## config.mk

```make
export PLATFORM = sky130hd
export DESIGN_NAME = if_fetch_unit
export DESIGN_NICKNAME = d
export VERILOG_FILES = /design/src/rtl/mips_defs_pkg.sv /design/src/rtl/fetch_skid_buf.sv /design/src/rtl/if_fetch_unit.sv
export SDC_FILE = /design/constraint.sdc
export NUM_CORES = 1
export LEC_CHECK = 0
export CORE_ASPECT_RATIO = 1.75
export CORE_MARGIN = 2
export CORE_UTILIZATION = 40
export CTS_CLUSTER_DIAMETER = 100
export DETAILED_ROUTE_END_ITERATION = 10
export PLACE_DENSITY = 0.74
export SYNTH_ARGS = -nofsm -noshare
export SYNTH_HDL_FRONTEND = slang
export SYNTH_SLANG_ARGS = --single-unit
```

## constraint.sdc

```tcl
create_clock -name clk -period 3 [get_ports clk]
set_input_delay 0.9 -clock clk [delete_from_list [all_inputs] [get_ports clk]]
set_output_delay 0.9 -clock clk [all_outputs]
set_load 0.01 [all_outputs]
```

## src/rtl/mips_defs_pkg.sv

```systemverilog
// Shared definitions for the MIPS front end: reset vector, fetch FSM states,
// the {pc, instr, adel} fetch record, and small PC helpers.
package mips_defs_pkg;

  localparam logic [31:0] RESET_PC_DEF = 32'hBFC0_0000;
  localparam logic [31:0] INSTR_NOP    = 32'h0000_0000;

  typedef enum logic [1:0] {
    FETCH = 2'd0,
    HOLD  = 2'd1,
    DRAIN = 2'd2,
    ADEL  = 2'd3
  } fetch_state_e;

  typedef struct packed {
    logic [31:0] pc;
    logic [31:0] instr;
    logic        adel;
  } fetch_entry_t;

  function automatic logic pc_misaligned(input logic [31:0] pc);
    return pc[1:0] != 2'b00;
  endfunction

endpackage

```

## src/rtl/fetch_skid_buf.sv

```systemverilog
// One-entry skid buffer holding a fetched {pc, instr, adel} record that the
// IF/ID slot could not accept; clear and reset dominate load and unload.
module fetch_skid_buf
  import mips_defs_pkg::*;
(
  input  logic         clk,
  input  logic         resetn,
  input  logic         clear,
  input  logic         load,
  input  logic         unload,
  input  fetch_entry_t load_entry,
  output fetch_entry_t entry,
  output logic         full
);

  fetch_entry_t entry_r;
  logic         full_r;

  // Buffer storage and occupancy flag.
  always_ff @(posedge clk) begin
    if (!resetn) begin
      entry_r <= '0;
      full_r  <= 1'b0;
    end else if (clear) begin
      entry_r <= '0;
      full_r  <= 1'b0;
    end else if (load) begin
      entry_r <= load_entry;
      full_r  <= 1'b1;
    end else if (unload) begin
      full_r  <= 1'b0;
    end else begin
      full_r  <= full_r;
    end
  end

  assign entry = entry_r;
  assign full  = full_r;

endmodule

```

## src/rtl/if_fetch_unit.sv

```systemverilog
// Instruction-fetch stage: owns the PC, issues requests to i_sram_interface,
// and delivers words into a registered IF/ID slot backed by a skid buffer.
module if_fetch_unit
  import mips_defs_pkg::*;
#(
  parameter logic [31:0] RESET_PC      = RESET_PC_DEF,
  parameter bit          FLUSH_ON_ADEL = 1'b1
) (
  input  logic        clk,
  input  logic        resetn,
  output logic        instr_ram_ena,
  output logic [3:0]  instr_ram_wea,
  output logic [31:0] instr_ram_addr,
  output logic [31:0] instr_ram_w_data,
  input  logic [31:0] instr_ram_r_data,
  input  logic        i_stall,
  input  logic        id_stall,
  input  logic        redirect_valid,
  input  logic [31:0] redirect_pc,
  input  logic        flush_valid,
  input  logic [31:0] flush_pc,
  output logic        if_valid,
  output logic [31:0] if_pc,
  output logic [31:0] if_instr,
  output logic        if_adel
);

  fetch_state_e state_r, state_s;
  logic [31:0]  pc_q, pc_s;
  logic [31:0]  redir_q, redir_s;
  logic         redir_vld_q, redir_vld_s;
  logic [31:0]  drain_pc_r, drain_pc_s;
  logic         ena_r, ena_s;
  fetch_entry_t slot_r, slot_s;
  logic         slot_vld_r, slot_vld_s;

  logic         complete_s, slot_free_s, deliver_s;
  fetch_entry_t deliver_entry_s, skid_entry_s;
  logic         skid_full_s, skid_load_s, skid_unload_s, skid_clear_s;

  assign complete_s  = ena_r && !i_stall;
  assign slot_free_s = !slot_vld_r || !id_stall;

  fetch_skid_buf u_skid (
    .clk        (clk),
    .resetn     (resetn),
    .clear      (skid_clear_s),
    .load       (skid_load_s),
    .unload     (skid_unload_s),
    .load_entry (deliver_entry_s),
    .entry      (skid_entry_s),
    .full       (skid_full_s)
  );

  // Next-state, PC selection and IF/ID delivery.
  always_comb begin
    state_s         = state_r;
    pc_s            = pc_q;
    redir_s         = redir_q;
    redir_vld_s     = redir_vld_q;
    drain_pc_s      = drain_pc_r;
    slot_s          = slot_r;
    slot_vld_s      = slot_vld_r && id_stall;
    skid_load_s     = 1'b0;
    skid_unload_s   = 1'b0;
    skid_clear_s    = 1'b0;
    deliver_s       = 1'b0;
    deliver_entry_s = '0;
    case (state_r)
      FETCH: begin
        if (flush_valid) begin
          if (ena_r && i_stall) begin
            state_s    = DRAIN;
            drain_pc_s = flush_pc;
          end else begin
            pc_s = flush_pc;
          end
        end else if (complete_s) begin
          deliver_s       = 1'b1;
          deliver_entry_s = '{pc: pc_q, instr: instr_ram_r_data, adel: 1'b0};
          redir_vld_s     = 1'b0;
          if (redirect_valid) begin
            pc_s = redirect_pc;
          end else if (redir_vld_q) begin
            pc_s = redir_q;
          end else begin
            pc_s = pc_q + 32'd4;
          end
        end else if (ena_r) begin
          // Stalled fetch is the delay slot; park the target until it completes.
          if (redirect_valid) begin
            redir_vld_s = 1'b1;
            redir_s     = redirect_pc;
          end else begin
            redir_vld_s = redir_vld_q;
          end
        end else if (pc_misaligned(pc_q)) begin
          if (slot_free_s) begin
            deliver_s       = 1'b1;
            deliver_entry_s = '{pc: pc_q, instr: INSTR_NOP, adel: 1'b1};
            if (FLUSH_ON_ADEL) begin
              state_s = ADEL;
            end else begin
              pc_s = {pc_q[31:2] + 30'd1, 2'b00};
            end
          end else begin
            deliver_s = 1'b0;
          end
        end else begin
          if (redirect_valid) begin
            pc_s = redirect_pc;
          end else begin
            pc_s = pc_q;
          end
        end
        if (deliver_s) begin
          if (slot_free_s) begin
            slot_vld_s = 1'b1;
            slot_s     = deliver_entry_s;
          end else begin
            skid_load_s = 1'b1;
            state_s     = HOLD;
          end
        end else begin
          skid_load_s = 1'b0;
        end
      end
      HOLD: begin
        if (flush_valid) begin
          pc_s    = flush_pc;
          state_s = FETCH;
        end else begin
          if (redirect_valid) begin
            pc_s = redirect_pc;
          end else begin
            pc_s = pc_q;
          end
          if (slot_free_s) begin
            slot_vld_s    = 1'b1;
            slot_s        = skid_entry_s;
            skid_unload_s = 1'b1;
            state_s       = FETCH;
          end else begin
            skid_unload_s = 1'b0;
          end
        end
      end
      DRAIN: begin
        if (flush_valid) begin
          drain_pc_s = flush_pc;
        end else begin
          drain_pc_s = drain_pc_r;
        end
        // The returning word belongs to the flushed path and is dropped.
        if (!i_stall) begin
          state_s = FETCH;
          pc_s    = flush_valid ? flush_pc : drain_pc_r;
        end else begin
          state_s = DRAIN;
        end
      end
      ADEL: begin
        if (flush_valid) begin
          pc_s    = flush_pc;
          state_s = FETCH;
        end else begin
          state_s = ADEL;
        end
      end
      default: begin
        state_s = FETCH;
      end
    endcase
    if (flush_valid) begin
      slot_vld_s   = 1'b0;
      slot_s       = '0;
      skid_clear_s = 1'b1;
      skid_load_s  = 1'b0;
      redir_vld_s  = 1'b0;
    end else begin
      skid_clear_s = 1'b0;
    end
    ena_s = ((state_s == FETCH) && !pc_misaligned(pc_s)) || (state_s == DRAIN);
  end

  // State, PC and IF/ID slot registers.
  always_ff @(posedge clk) begin
    if (!resetn) begin
      state_r     <= FETCH;
      pc_q        <= RESET_PC;
      redir_q     <= 32'h0000_0000;
      redir_vld_q <= 1'b0;
      drain_pc_r  <= 32'h0000_0000;
      ena_r       <= 1'b0;
      slot_r      <= '0;
      slot_vld_r  <= 1'b0;
    end else begin
      state_r     <= state_s;
      pc_q        <= pc_s;
      redir_q     <= redir_s;
      redir_vld_q <= redir_vld_s;
      drain_pc_r  <= drain_pc_s;
      ena_r       <= ena_s;
      slot_r      <= slot_s;
      slot_vld_r  <= slot_vld_s;
    end
  end

  assign instr_ram_ena    = ena_r;
  assign instr_ram_wea    = 4'b0000;
  assign instr_ram_addr   = pc_q;
  assign instr_ram_w_data = 32'h0000_0000;
  assign if_valid         = slot_vld_r;
  assign if_pc            = slot_r.pc;
  assign if_instr         = slot_r.instr;
  assign if_adel          = slot_r.adel;

endmodule
```

Word-level counts from Yosys, hierarchy flattened:

Cells that the tools add are included.

* RAM bits: 0
* memories kept: 0
* latch bits: 0
* logic and storage cells: 113
* bits in registers: 231
* output and inout port bits: 135
* input port bits: 102
* bits in read-only memories: 0

* shift operators: 0
* div/mod/pow operators: 0
* order comparisons: 0
* equal/unequal tests: 14
* add/sub/neg operators: 1
* reduce and logical (&&, ||, !) cells: 25
* bitwise gates (word level): 3
* multiply operators: 0
* mux-type cells: 56

Operators with widths (count)
* 65-bit 2-to-1 mux: 9
* 32-bit 2-to-1 mux: 14
* 65-bit one-hot mux with 2 select lines: 1
* 32-bit one-hot mux with 4 select lines: 1
* 32-bit one-hot mux with 2 select lines: 1
* 32-bit by 3-bit adder with 32-bit output (second input constant): 1
* 2-bit 2-to-1 mux: 12
* 1-bit 2-to-1 mux: 16
* 2-bit != test (second input constant): 7
* 2-bit nonzero test: 6
* 5-bit AND reduction: 2
* 4-bit != test (second input constant): 2
* 2-bit one-hot mux with 4 select lines: 1
* 2-bit == test (second input constant): 3
* 3-bit AND reduction: 2
* 1-bit logical AND: 4
* 1-bit logical NOT: 4
* 2-bit logical NOT: 2
* 4-bit AND reduction: 1
* 2-bit OR reduction: 2
* 3-bit != test (second input constant): 1
* 1-bit NOT: 3
* 2-bit by 1-bit == test with 1-bit output (second input constant): 1
* 1-bit logical OR: 2
* 1-bit one-hot mux with 2 select lines: 1

Longest topological paths before layout:

* depth after elaboration: 13
* depth in mapped cells: 9
* mapped depth without buffers: 7

By module:

Synthesis repeated with hierarchy kept, for this count alone.

* cell total of the unflattened synthesis: 1576
* area, all modules: 12474.5 sq um

By module, submodules not included
* if_fetch_unit: times used 1, cells each 1361, area each 10078.4 sq um, sequential area each 3323.2 sq um
* fetch_skid_buf: times used 1, cells each 215, area each 2396.0 sq um, sequential area each 1321.3 sq um

Least setup slack after synthesis:

No wires, ideal clock.

* kind: input port to flip-flop
* start point: in id_stall
* end point: reg slot_r, in the netlist if_instr[28]
* path buffers: 3
* setup time: 0.091 ns
* slack: 0.254 ns
* data required time: 2.909 ns
* data arrival time: 2.655 ns
* stages on the path: 9
* path through: and2_1 clkbuf_1 nor4_2 nor3_1 nor3_1 clkbuf_1 buf_2 nor2_1 a311oi_1

* word-level cells in the longest chain between the ends: 10
* elaborated cells between the ends (all ways): 12
* classes of those cells: eq/ne: 3; mux: 6; reduce/logical: 3

Ends and longest elaborated chain
* start, declared: line if_fetch_unit.sv:17 `input logic id_stall,`
* 1-bit logical NOT (*): line if_fetch_unit.sv:42 `assign slot_free_s = !slot_vld_r || !id_stall;`
* 1-bit logical OR (*): line if_fetch_unit.sv:42
* 1-bit 2-to-1 mux: line if_fetch_unit.sv:98 `if (slot_free_s) begin`
* 1-bit 2-to-1 mux: line if_fetch_unit.sv:97 `end else if (pc_misaligned(pc_q)) begin`
* 1-bit 2-to-1 mux: line if_fetch_unit.sv:89 `end else if (ena_r) begin`
* 1-bit 2-to-1 mux: line if_fetch_unit.sv:78 `end else if (complete_s) begin`
* 1-bit 2-to-1 mux: line if_fetch_unit.sv:71 `if (flush_valid) begin`
* 1-bit 2-to-1 mux: line if_fetch_unit.sv:69 `case (state_r)`
* 2-bit != test (no source line)
* 4-bit AND reduction (no source line) (*)
* end signal, assigned: line if_fetch_unit.sv:204 `slot_r <= slot_s;`
* end, declared: line if_fetch_unit.sv:34 `fetch_entry_t slot_r, slot_s;`

Every way passes the cells marked *; elsewhere a longest branch is shown, timed or not. The select of a mux whose other input is x is not followed.
A chain may end at the register's enable or synchronous reset.

Worst setup path after layout:

* start point: reg pc_q[4] (netlist: instr_ram_addr[4])
* end point: out instr_ram_addr[4]

RTL lines
* start, declared: line if_fetch_unit.sv:29 `logic [31:0] pc_q, pc_s;`
* start signal, assigned: line if_fetch_unit.sv:199 `pc_q <= pc_s;`
* end, declared: line if_fetch_unit.sv:13 `output logic [31:0] instr_ram_addr,`

No word-level cell between the ends.

==> impl_metrics.toml <==
[cts]
cts.path.max_buffers = 3
clk-insertion-delay-late_ns = 0.53
post_cts_buffers = 0
h-tree-depth = 1
cts_root_buf = "clkbuf_16"
cts_sinks = 231
post_cts_resized = 0
hold_buffers = 0
clk_pin_slew_worst_paths_ns = 0.06
numCtsBuffers = 23
tritoncts = "yes"

[die]
core_area_um2 = 27800
dieArea_um2 = 29400
start_util_pct = 40.3
pin_count = 237
die_w_um = 131
die_h_um = 225
num_rows = 81

[finish]
design_area_um2 = 14800
nets = 1779
drive_gt1_share_pct = 9.64
areaGrowthSynthToFinish_pct = 32.3
diodes = 0

[grt]
grt_usage_pct = 25.3
antenna_found_initial = 0
grt_pass1_vias = 11000
grt_pass1_wl_um = 59100
grt_overflow = 0
grt_max_degree = 80

[synthesis]
synth_edf_count = 0
synth_largest_area_cell = "dfxtp_1"
yosys.cell_types.count = 65
synth_cells = 1477
yosysWarnings = 0
async_flop_share_pct = 0
ys_seq_area_share_pct = 41.3
synthTopCellsByArea = "dfxtp_1 41%, nand2_1 11%, a21oi_1 7.5%"
yosysTopAreaCellShare_pct = 41.3
syn_area_per_cell_um2 = 7.59
ys.flop_type = "dfxtp_1"
synth_area_um2 = 11200
synth_seq_cells = 231

[worst_setup_path]
crit_path_start_kind = "register"
worst-path-buf-inv = 1
crit-reg2reg-launch = "instr_ram_addr[2]"
critPathTopFamily = "buffers and inverters"
path_cells = "clkdlybuf4s50_1"
max_stage_delay_ns = 0.73
cp.required_ns = 2.10
rr_worst_depth = 7
r2r-end = "instr_ram_addr[18]"
slowest_stage = "clkdlybuf4s50_1"
cp.arrival_ns = 1.85
end_kind = "primary output"
cp_max_fo = 11
critPathKind = "reg -> out"
r2r_slack_ns = 0.44

[power]
p_leak_nw = 5.02
peakVddDrop_uv = 362
powerDensity_nw_per_um2 = 642
finalPower_mw = 9.52

[routing]
drt-initial-drc-count = 1059
drc = 0
wire_per_inst_um = 18.6
vias = 11800
viasPerCell = 5.72
drt-total-wl_um = 38400
firstDrtPassIters = 8
postRouteAntennaNets = 0

[sta]
setup_viol = 0
tightest_slew_ns = 0.911
rsz0062_at_grt = "no"
min_period_ns = 2.75
clock_skew_ns = 0.0160
whs_ns = 0.454
fmax_mhz = 364
setup-tns-final_ns = 0
relSlewSlack_pct = 38.8
final.period_utilization_pct = 91.7
drv_slew = 0
hold_viol_final = 0

[placed_design]
hpwl_um = 27900
placed_area_um2 = 14100
port_buffers = 200
gp_congestion = 0.960

[min_path]
min_path_type = "reg -> reg"
hold_end = "u_skid.entry[35]"
whs_path_depth = 2
min_from = "u_skid.entry[35]"

[run]
maxCapViolations = 0

[outcome]
status = "finished clean"
## where the power goes
part	internal (mW)	switching, mW	total (mW)
sequential	3.34	0.293	3.63
combinational	1.31	1.62	2.93
clock	1.72	1.24	2.96
total	6.38	3.15	9.52
## state kept, by name, indices dropped and copies added, names as in the netlist
name and count:
drain_pc_r 32, instr_ram_ena 1, state_r 2, if_instr 32, u_skid.entry 65, redir_q 32
if_adel 1, instr_ram_addr 32, if_pc 32, redir_vld_q 1, if_valid 1
## routing by layer
metal  global-route usage, %  vias to the layer above  wire, um
met5                       0                        -         0
met4                    17.6                        0      2780
met3                    2.99                      153      2490
met2                    42.8                      588     18900
met1                    29.2                     5477     14200
li1                        -                     5583         -
## area by class of cell
| type | count | area [um2] |
|---|---|---|
| sequential | 231 | 4620 |
| inverter | 10 | 37.5 |
| fill | 2663 | 12900 |
| multi-input combinational | 1097 | 5880 |
| clock buffer | 31 | 626 |
| clock inverter | 8 | 128 |
| tap | 373 | 467 |
| timing repair buffer | 313 | 3060 |
## through the flow
step           std cells  utilization (%)  worst slack [ns]
2_1_floorplan       1512                -             0.254
3_3_place_gp        2024             50.7           -0.0446
3_5_place_dp        2024             50.7           -0.0899
4_1_cts             2063             53.4             0.255
5_1_grt             2063             53.4             0.179
6_report            2063             53.4             0.250
## kinds of logic after synthesis
group	share of synthesized area [%]
flops	41.3
fa+ha+maj	0.112
simple gates	22.7
compound gates	25.4
mux	1.35
xor+xnor	1.25
other cells	0.0335
buf+inv	7.78
## synthesized netlist by cell type, types with 3 or more instances
| cell type | instances |
|---|---|
| nor2b_1 | 4 |
| o2111ai_1 | 3 |
| a222oi_1 | 5 |
| o311ai_0 | 6 |
| nand2_1 | 325 |
| or3_1 | 3 |
| o32ai_1 | 5 |
| buf_4 | 36 |
| nor2_1 | 113 |
| xnor2_1 | 7 |
| nor4_1 | 5 |
| o22ai_1 | 6 |
| o21a_1 | 11 |
| clkbuf_1 | 106 |
| nand2b_1 | 4 |
| a21boi_0 | 5 |
| o21ai_0 | 43 |
| and4_1 | 5 |
| a21oi_1 | 167 |
| a221oi_1 | 13 |
| nor3_1 | 13 |
| and2_1 | 9 |
| a211oi_1 | 42 |
| buf_2 | 20 |
| buf_1 | 8 |
| xor2_1 | 9 |
| a311oi_1 | 35 |
| and3_1 | 9 |
| nand4_1 | 9 |
| mux2i_1 | 14 |
| inv_1 | 10 |
| o221ai_1 | 4 |
| o211ai_1 | 5 |
| a22o_1 | 3 |
| nand3_1 | 84 |
| o31ai_1 | 3 |
| a221o_1 | 6 |
| dfxtp_1 | 231 |
| a31oi_1 | 14 |
| a22oi_1 | 44 |
## cell usage in the layout (no fill, tap or decap), types with 7 or more instances in the layout
cell | netlist | layout
clkdlybuf4s50_1 | 0 | 199
a31oi_1 | 14 | 14
nor3_1 | 13 | 10
and2_1 | 9 | 9
inv_1 | 10 | 9
a211oi_1 | 42 | 42
nand2_1 | 325 | 324
and3_1 | 9 | 8
buf_12 | 0 | 17
xnor2_1 | 7 | 7
o21ai_0 | 43 | 43
clkbuf_16 | 0 | 23
nand3_1 | 84 | 83
a221oi_1 | 13 | 13
nand4_1 | 9 | 9
nor2_1 | 113 | 110
a311oi_1 | 35 | 35
dfxtp_1 | 231 | 231
mux2i_1 | 14 | 14
a22oi_1 | 44 | 44
o21a_1 | 11 | 11
buf_4 | 36 | 96
a21oi_1 | 167 | 167
conb_1 | 1 | 36
xor2_1 | 9 | 9
## worst max-delay path by stage
stage	start	to	slack [ns]	cells after the start
after CTS	instr_ram_addr[23]	instr_ram_addr[23]	0.26	1
after global placement	flush_valid	instr_ram_addr[23]	-0.04	9
after floorplan	id_stall	if_instr[28]	0.25	9
after detailed placement	flush_valid	instr_ram_addr[23]	-0.09	9
after global routing	instr_ram_addr[2]	instr_ram_addr[18]	0.18	7
final	instr_ram_addr[4]	instr_ram_addr[4]	0.25	1
No activity file was read; power rests on OpenSTA's default activity.
